File: config.mk
export PLATFORM = sky130hd
export DESIGN_NAME = reorder_buffer_flat
export DESIGN_NICKNAME = d
export VERILOG_FILES = /design/src/rtl/reorder_buffer_if.sv /design/src/rtl/reorder_buffer.sv /design/src/flat_wrapper.sv
export SDC_FILE = /design/constraint.sdc
export NUM_CORES = 2
export LEC_CHECK = 0
export ABC_AREA = 1
export CELL_PAD_IN_SITES_DETAIL_PLACEMENT = 1
export CELL_PAD_IN_SITES_GLOBAL_PLACEMENT = 2
export CORE_ASPECT_RATIO = 0.75
export CORE_MARGIN = 2
export CORE_UTILIZATION = 40
export CTS_CLUSTER_SIZE = 40
export DETAILED_ROUTE_END_ITERATION = 8
export HOLD_SLACK_MARGIN = 0.03
export PLACE_DENSITY = 0.81
export SETUP_SLACK_MARGIN = 0.1
export SYNTH_ARGS = -nofsm -noshare
export SYNTH_HDL_FRONTEND = slang
export SYNTH_SLANG_ARGS = --single-unit
File: constraint.sdc
create_clock -name clk -period 5.2 [get_ports clk]
set_input_delay 0.52 -clock clk [delete_from_list [all_inputs] [get_ports clk]]
set_output_delay 0.52 -clock clk [all_outputs]
set_load 0.01 [all_outputs]
File: src/rtl/reorder_buffer_if.sv
// Dispatch, CDB, operand-query and commit signals of the reorder buffer.
// The slave modport is the ROB side; the master modport is the core around it.
interface rob_if #(
    parameter int TAG_W  = 4,
    parameter int REG_W  = 5,
    parameter int DATA_W = 32
) ();
    logic              issue_valid;
    logic [REG_W-1:0]  issue_rd;
    logic              issue_is_branch;
    logic              issue_pred_taken;
    logic [DATA_W-1:0] issue_alt_pc;
    logic [TAG_W-1:0]  issue_tag;
    logic              rob_full;
    logic              cdb_valid;
    logic [TAG_W-1:0]  cdb_tag;
    logic [DATA_W-1:0] cdb_value;
    logic              cdb_taken;
    logic [TAG_W-1:0]  query_tag1;
    logic [TAG_W-1:0]  query_tag2;
    logic              query_ready1;
    logic              query_ready2;
    logic [DATA_W-1:0] query_value1;
    logic [DATA_W-1:0] query_value2;
    logic              commit_valid;
    logic [REG_W-1:0]  commit_index;
    logic [DATA_W-1:0] commit_value;
    logic [TAG_W-1:0]  commit_tag;
    logic              jump_wrong;
    logic [DATA_W-1:0] redirect_pc;

    modport master (
        output issue_valid, issue_rd, issue_is_branch, issue_pred_taken, issue_alt_pc,
        output cdb_valid, cdb_tag, cdb_value, cdb_taken, query_tag1, query_tag2,
        input  issue_tag, rob_full, query_ready1, query_ready2, query_value1, query_value2,
        input  commit_valid, commit_index, commit_value, commit_tag, jump_wrong, redirect_pc
    );

    modport slave (
        input  issue_valid, issue_rd, issue_is_branch, issue_pred_taken, issue_alt_pc,
        input  cdb_valid, cdb_tag, cdb_value, cdb_taken, query_tag1, query_tag2,
        output issue_tag, rob_full, query_ready1, query_ready2, query_value1, query_value2,
        output commit_valid, commit_index, commit_value, commit_tag, jump_wrong, redirect_pc
    );
endinterface

File: src/rtl/reorder_buffer.sv
// In-order retirement buffer: captures CDB results, retires one entry per cycle
// in program order, and flushes with a redirect on a mispredicted head branch.
module reorder_buffer #(
    parameter int ROB_SIZE = 16,
    parameter int TAG_W    = 4,
    parameter int REG_W    = 5,
    parameter int DATA_W   = 32
) (
    input  logic clk,
    input  logic rst,
    input  logic rdy,
    rob_if.slave bus
);
    logic [ROB_SIZE-1:0] r_busy;
    logic [ROB_SIZE-1:0] r_ready;
    logic [ROB_SIZE-1:0] r_has_dest;
    logic [ROB_SIZE-1:0] r_is_branch;
    logic [ROB_SIZE-1:0] r_pred_taken;
    logic [ROB_SIZE-1:0] r_taken;
    logic [REG_W-1:0]    r_rd     [ROB_SIZE];
    logic [DATA_W-1:0]   r_value  [ROB_SIZE];
    logic [DATA_W-1:0]   r_alt_pc [ROB_SIZE];
    logic [TAG_W-1:0]    r_head;
    logic [TAG_W-1:0]    r_tail;
    logic [TAG_W:0]      r_count;

    logic                r_commit_valid;
    logic [REG_W-1:0]    r_commit_index;
    logic [DATA_W-1:0]   r_commit_value;
    logic [TAG_W-1:0]    r_commit_tag;
    logic                r_jump_wrong;
    logic [DATA_W-1:0]   r_redirect_pc;

    logic w_full;
    logic w_issue_ok;
    logic w_head_ready;
    logic w_mispredict;
    logic w_pop;
    logic w_q1_busy;
    logic w_q2_busy;
    logic w_q1_byp;
    logic w_q2_byp;

    // Retirement decisions look only at registered state, so a CDB hit on the head retires next cycle.
    assign w_full       = (r_count == (TAG_W+1)'(ROB_SIZE));
    assign w_issue_ok   = bus.issue_valid && !w_full && !r_jump_wrong;
    assign w_head_ready = (r_count != '0) && r_ready[r_head];
    assign w_mispredict = w_head_ready && r_is_branch[r_head] &&
                          (r_taken[r_head] != r_pred_taken[r_head]);
    assign w_pop        = w_head_ready && !w_mispredict;

    assign w_q1_busy = r_busy[bus.query_tag1];
    assign w_q2_busy = r_busy[bus.query_tag2];
    assign w_q1_byp  = w_q1_busy && bus.cdb_valid && (bus.cdb_tag == bus.query_tag1);
    assign w_q2_byp  = w_q2_busy && bus.cdb_valid && (bus.cdb_tag == bus.query_tag2);

    assign bus.issue_tag    = r_tail;
    assign bus.rob_full     = w_full;
    assign bus.query_ready1 = w_q1_busy && (r_ready[bus.query_tag1] || w_q1_byp);
    assign bus.query_ready2 = w_q2_busy && (r_ready[bus.query_tag2] || w_q2_byp);
    assign bus.query_value1 = !w_q1_busy ? '0 : (w_q1_byp ? bus.cdb_value : r_value[bus.query_tag1]);
    assign bus.query_value2 = !w_q2_busy ? '0 : (w_q2_byp ? bus.cdb_value : r_value[bus.query_tag2]);

    assign bus.commit_valid = r_commit_valid;
    assign bus.commit_index = r_commit_index;
    assign bus.commit_value = r_commit_value;
    assign bus.commit_tag   = r_commit_tag;
    assign bus.jump_wrong   = r_jump_wrong;
    assign bus.redirect_pc  = r_redirect_pc;

    // Buffer state and commit/flush outputs; rdy=0 freezes everything including the pulses.
    always_ff @(posedge clk) begin
        if (rst) begin
            r_busy         <= '0;
            r_ready        <= '0;
            r_head         <= '0;
            r_tail         <= '0;
            r_count        <= '0;
            r_commit_valid <= 1'b0;
            r_commit_index <= '0;
            r_commit_value <= '0;
            r_commit_tag   <= '0;
            r_jump_wrong   <= 1'b0;
            r_redirect_pc  <= '0;
        end else if (rdy) begin
            r_commit_valid <= 1'b0;
            r_jump_wrong   <= 1'b0;
            if (w_mispredict) begin
                // Same-cycle issue and CDB writes die with the flush.
                r_jump_wrong  <= 1'b1;
                r_redirect_pc <= r_alt_pc[r_head];
                r_busy        <= '0;
                r_ready       <= '0;
                r_head        <= '0;
                r_tail        <= '0;
                r_count       <= '0;
            end else begin
                if (w_issue_ok) begin
                    r_busy[r_tail]       <= 1'b1;
                    r_ready[r_tail]      <= 1'b0;
                    r_has_dest[r_tail]   <= !bus.issue_is_branch && (bus.issue_rd != '0);
                    r_is_branch[r_tail]  <= bus.issue_is_branch;
                    r_pred_taken[r_tail] <= bus.issue_pred_taken;
                    r_rd[r_tail]         <= bus.issue_rd;
                    r_alt_pc[r_tail]     <= bus.issue_alt_pc;
                    r_tail               <= r_tail + TAG_W'(1);
                end
                if (bus.cdb_valid && r_busy[bus.cdb_tag]) begin
                    r_ready[bus.cdb_tag] <= 1'b1;
                    r_value[bus.cdb_tag] <= bus.cdb_value;
                    r_taken[bus.cdb_tag] <= bus.cdb_taken;
                end
                if (w_pop) begin
                    r_busy[r_head]  <= 1'b0;
                    r_ready[r_head] <= 1'b0;
                    r_head          <= r_head + TAG_W'(1);
                    if (!r_is_branch[r_head]) begin
                        r_commit_valid <= r_has_dest[r_head];
                        r_commit_index <= r_rd[r_head];
                        r_commit_value <= r_value[r_head];
                        r_commit_tag   <= r_head;
                    end
                end
                r_count <= r_count + (TAG_W+1)'(w_issue_ok) - (TAG_W+1)'(w_pop);
            end
        end
    end
endmodule

File: src/flat_wrapper.sv
// flat-port wrapper written by rule: the top's interface ports become plain ports
module reorder_buffer_flat 
#(
    parameter int ROB_SIZE = 16,
    parameter int TAG_W    = 4,
    parameter int REG_W    = 5,
    parameter int DATA_W   = 32
)
  (clk, rst, rdy, bus_issue_valid, bus_issue_rd, bus_issue_is_branch, bus_issue_pred_taken, bus_issue_alt_pc, bus_cdb_valid, bus_cdb_tag, bus_cdb_value, bus_cdb_taken, bus_query_tag1, bus_query_tag2, bus_issue_tag, bus_rob_full, bus_query_ready1, bus_query_ready2, bus_query_value1, bus_query_value2, bus_commit_valid, bus_commit_index, bus_commit_value, bus_commit_tag, bus_jump_wrong, bus_redirect_pc);
  rob_if #(.TAG_W(TAG_W), .REG_W(REG_W), .DATA_W(DATA_W)) bus_i ();
  input  logic clk;
  input  logic rst;
  input  logic rdy;
  input wire logic [$bits(bus_i.issue_valid)-1:0] bus_issue_valid;
  input wire logic [$bits(bus_i.issue_rd)-1:0] bus_issue_rd;
  input wire logic [$bits(bus_i.issue_is_branch)-1:0] bus_issue_is_branch;
  input wire logic [$bits(bus_i.issue_pred_taken)-1:0] bus_issue_pred_taken;
  input wire logic [$bits(bus_i.issue_alt_pc)-1:0] bus_issue_alt_pc;
  input wire logic [$bits(bus_i.cdb_valid)-1:0] bus_cdb_valid;
  input wire logic [$bits(bus_i.cdb_tag)-1:0] bus_cdb_tag;
  input wire logic [$bits(bus_i.cdb_value)-1:0] bus_cdb_value;
  input wire logic [$bits(bus_i.cdb_taken)-1:0] bus_cdb_taken;
  input wire logic [$bits(bus_i.query_tag1)-1:0] bus_query_tag1;
  input wire logic [$bits(bus_i.query_tag2)-1:0] bus_query_tag2;
  output wire logic [$bits(bus_i.issue_tag)-1:0] bus_issue_tag;
  output wire logic [$bits(bus_i.rob_full)-1:0] bus_rob_full;
  output wire logic [$bits(bus_i.query_ready1)-1:0] bus_query_ready1;
  output wire logic [$bits(bus_i.query_ready2)-1:0] bus_query_ready2;
  output wire logic [$bits(bus_i.query_value1)-1:0] bus_query_value1;
  output wire logic [$bits(bus_i.query_value2)-1:0] bus_query_value2;
  output wire logic [$bits(bus_i.commit_valid)-1:0] bus_commit_valid;
  output wire logic [$bits(bus_i.commit_index)-1:0] bus_commit_index;
  output wire logic [$bits(bus_i.commit_value)-1:0] bus_commit_value;
  output wire logic [$bits(bus_i.commit_tag)-1:0] bus_commit_tag;
  output wire logic [$bits(bus_i.jump_wrong)-1:0] bus_jump_wrong;
  output wire logic [$bits(bus_i.redirect_pc)-1:0] bus_redirect_pc;
  assign bus_i.issue_valid = bus_issue_valid;
  assign bus_i.issue_rd = bus_issue_rd;
  assign bus_i.issue_is_branch = bus_issue_is_branch;
  assign bus_i.issue_pred_taken = bus_issue_pred_taken;
  assign bus_i.issue_alt_pc = bus_issue_alt_pc;
  assign bus_i.cdb_valid = bus_cdb_valid;
  assign bus_i.cdb_tag = bus_cdb_tag;
  assign bus_i.cdb_value = bus_cdb_value;
  assign bus_i.cdb_taken = bus_cdb_taken;
  assign bus_i.query_tag1 = bus_query_tag1;
  assign bus_i.query_tag2 = bus_query_tag2;
  assign bus_issue_tag = bus_i.issue_tag;
  assign bus_rob_full = bus_i.rob_full;
  assign bus_query_ready1 = bus_i.query_ready1;
  assign bus_query_ready2 = bus_i.query_ready2;
  assign bus_query_value1 = bus_i.query_value1;
  assign bus_query_value2 = bus_i.query_value2;
  assign bus_commit_valid = bus_i.commit_valid;
  assign bus_commit_index = bus_i.commit_index;
  assign bus_commit_value = bus_i.commit_value;
  assign bus_commit_tag = bus_i.commit_tag;
  assign bus_jump_wrong = bus_i.jump_wrong;
  assign bus_redirect_pc = bus_i.redirect_pc;
  reorder_buffer #(.ROB_SIZE(ROB_SIZE), .TAG_W(TAG_W), .REG_W(REG_W), .DATA_W(DATA_W)) u_core (.clk(clk), .rst(rst), .rdy(rdy), .bus(bus_i));
endmodule
==> results.toml <==
[status]
outcome = "finished clean"

[floorplanning]
start_util = 0.401
chipWidth_um = 459
coreArea_um2 = 154000
ios = 235
die_y_um = 345
row_count = 125
die_area_um2 = 158000

[yosys]
syn_nets = 6683
synth_cells = 6579
syn_area_um2 = 62000
ys_ff_latch = 1288
synth_area_per_cell_um2 = 9.42
ys_types = 38
yosysTopAreaCellShare = 0.566
ys_warn_count = 0
yosysTopAreaCell = "edfxtp_1"
ys_seq_area_frac = 0.605
synth_area_leaders = "edfxtp_1 57%, o21ai_0 10%, a21oi_1 6.4%"

[global_routing]
grt_pass1_vias = 50800
track_usage = 0.297
grt-ovfl-total = 0
grt_max_degree = 223
grt_pass1_wl_um = 349000
antenna_found_initial = 8

[routing]
wl_um = 241000
post_drt_wl_per_cell_um = 27.6
first_pass_iters = 7
via_count = 52800
antenna_left = 0
drc_errors = 0
vias_per_cell = 6.05
drt_iter0_drc = 6088

[clock_network]
ctsResizeCount = 0
cts_made_buffers = 140
clock-sinks = 1288
post_cts_buffers = 0
cts_buffer_depth = 3
postCtsHoldBufs = 0
ctsRootBufferMaster = "clkbuf_16"
cts_tree = "yes"
clkTransAtPathRegs_ps = 60
cts-htree-levels = 4
clock_latency_ps = 790

[sta]
tns_ps = 0
finalCritPeriodShare = 0.833
skew_ps = 21.8
min_period_ps = 4330
whs_ps = 244
timing.fmax_mhz = 231
slew_viol_final = 0
relSlewSlack = 0.230
tightestPinTransition_ps = 1150
finalHoldViolations = 0
rsz0062_at_grt = "no"
final-setup-viol-count = 0

[layout]
fin_util = 0.459
finalNetCount = 6682
area_growth_pct = 14.3
post_route_cells_drive_above_1_share = 0.0609
mostFrequentLayoutCell = "o21ai_0"
final_cell_mix = "1286 x o21ai_0, 1168 x edfxtp_1, 801 x nand2_1"

[power_and_ir_drop]
p_sw_mw = 5.38
comb_power_share = 0.068
swShare = 0.237
finalPower_mw = 22.6
power_density_nw_per_um2 = 320
leakage_nw = 24.6
internal_power_mw = 17.3
p_seq_frac = 0.500
vdd_ir_drop_max_mv = 0.277
power.share.clock = 0.432

[job]
maxCapViolCount = 0

[critical_path]
cp.arrival_ps = 3810
crit_path_end_kind = "output port"
r2r-start = "u_core.r_head[0]"
worst-path-buf-inv = 4
cp_data_required_time_ps = 4680
cp_slowest_stage_delay_ps = 680
r2r-end = "u_core.bus.commit_value[21]"
path_delay_family = "buffers and inverters"
worstPathMaxFanout = 43
crit_type = "in2out"
r2r_setup_slack_ps = 1180
path_cells = "clkdlybuf4s50_1 > inv_1 > o21ai_0 > a221oi_1 > nand3_4 > buf_4 > o21ai_0 > a21oi_1 > clkdlybuf4s50_1"
cp-start-kind = "primary input"
r2r_cells = 10
slowest_stage = "clkdlybuf4s50_1"

[place]
detailed_place_hpwl_um = 140000
place.gp.congestion = 0.847
port_buffers = 234

[hold_path]
min-delay-start = "rdy"
whs_path_depth = 4
worstHoldPathType = "in2reg"
min_delay_worst_endpoint = "u_core.bus.redirect_pc[7]"
==> tightest hold or removal path, delay by kind of cell <==
| kind | cells | cell delay (ps) |
|---|---|---|
| simple gates | 3 | 250 |
| buf+inv | 1 | 200 |
==> worst max path at each step <==
stage,slack [ps],cells after the start,end,from
after floorplan,1480,17,u_core.r_alt_pc[0][0],u_core.r_head[0]
after global placement,1060,9,bus_query_value1[13],bus_cdb_tag[0]
after detailed placement,900,9,bus_query_value1[19],bus_cdb_tag[0]
after CTS,910,9,bus_query_value1[19],bus_cdb_tag[0]
after global routing,530,9,bus_query_value1[10],bus_cdb_tag[0]
final,870,9,bus_query_value1[18],bus_cdb_tag[0]
==> layout make-up <==
cell class / count / area [µm²]
Fill cell: 17100 / 83500
Timing Repair Buffer: 378 / 3790
Sequential cell: 1288 / 37500
Antenna cell: 5 / 12.5
Tap cell: 2032 / 2540
Inverter: 384 / 1480
Multi-Input combinational cell: 4386 / 21200
Clock buffer: 191 / 3910
Clock inverter: 60 / 438
==> power groups by stage <==
stage          Combinational [mW]  Sequential (mW)  Clock (mW)
2_1_floorplan               0.731             11.5           0
3_3_place_gp                 1.49             11.5           0
3_5_place_dp                 1.51             11.5           0
4_1_cts                      1.52             11.3        9.90
5_1_grt                      1.65             11.3        10.3
6_report                     1.54             11.3        9.78
==> cells in the mapped netlist (all sizes together) <==
master and n:
a211oi 81, a21oi 789, a221oi 2, a22o 32, buf 191, clkbuf 330, clkinv 2, dfxtp 120
edfxtp 1168, fa 1, ha 14, inv 382, nand2 809, nand3 359, nand4 14, nor2 759
nor3 8, o211ai 7, o21ai 1333, o21bai 3, o22ai 122, o311ai 23, o31ai 21, or4 1
xnor2 3, xor2 5
==> stage by stage <==
| stage | area, µm² | instances | setup slack [ps] |
|---|---|---|---|
| 6_report | 70800 | 8724 | 871 |
| 5_1_grt | 70800 | 8721 | 527 |
| 4_1_cts | 70800 | 8719 | 907 |
| 3_5_place_dp | 66500 | 8468 | 902 |
| 3_3_place_gp | 66500 | 8468 | 1060 |
| 2_1_floorplan | 62000 | 6579 | 1480 |
==> sequential cells by signal, summed over array words and instances, names as in the netlist, 5 cells and up <==
register                 count
u_core.r_has_dest           16
u_core.r_ready              16
u_core.r_is_branch          16
u_core.r_value             512
u_core.r_alt_pc            512
u_core.r_rd                 80
u_core.r_count               5
u_core.bus.redirect_pc      32
u_core.bus.commit_value     32
u_core.r_busy               16
u_core.r_taken              16
u_core.bus.commit_index      5
u_core.r_pred_taken         16
==> per-layer routing <==
layer	GRT usage	part of all wire	vias to the layer above	wire length, µm
li1	-	-	23400	-
met5	0	0.00017	-	41
met4	0.0895	0.026	6	6370
met3	0.0449	0.080	356	19400
met1	0.439	0.45	26700	109000
met2	0.450	0.44	2332	106000
==> cells by family after synthesis <==
family                   share of synthesized area
XOR/XNOR                                   0.00113
buffers and inverters                       0.0586
flip-flops                                   0.605
AO/OA/AOI/OAI                                0.205
adder cells (fa/ha/maj)                    0.00315
AND/OR/NAND/NOR                              0.127
Note: power is estimated with default switching activity, not from simulation.
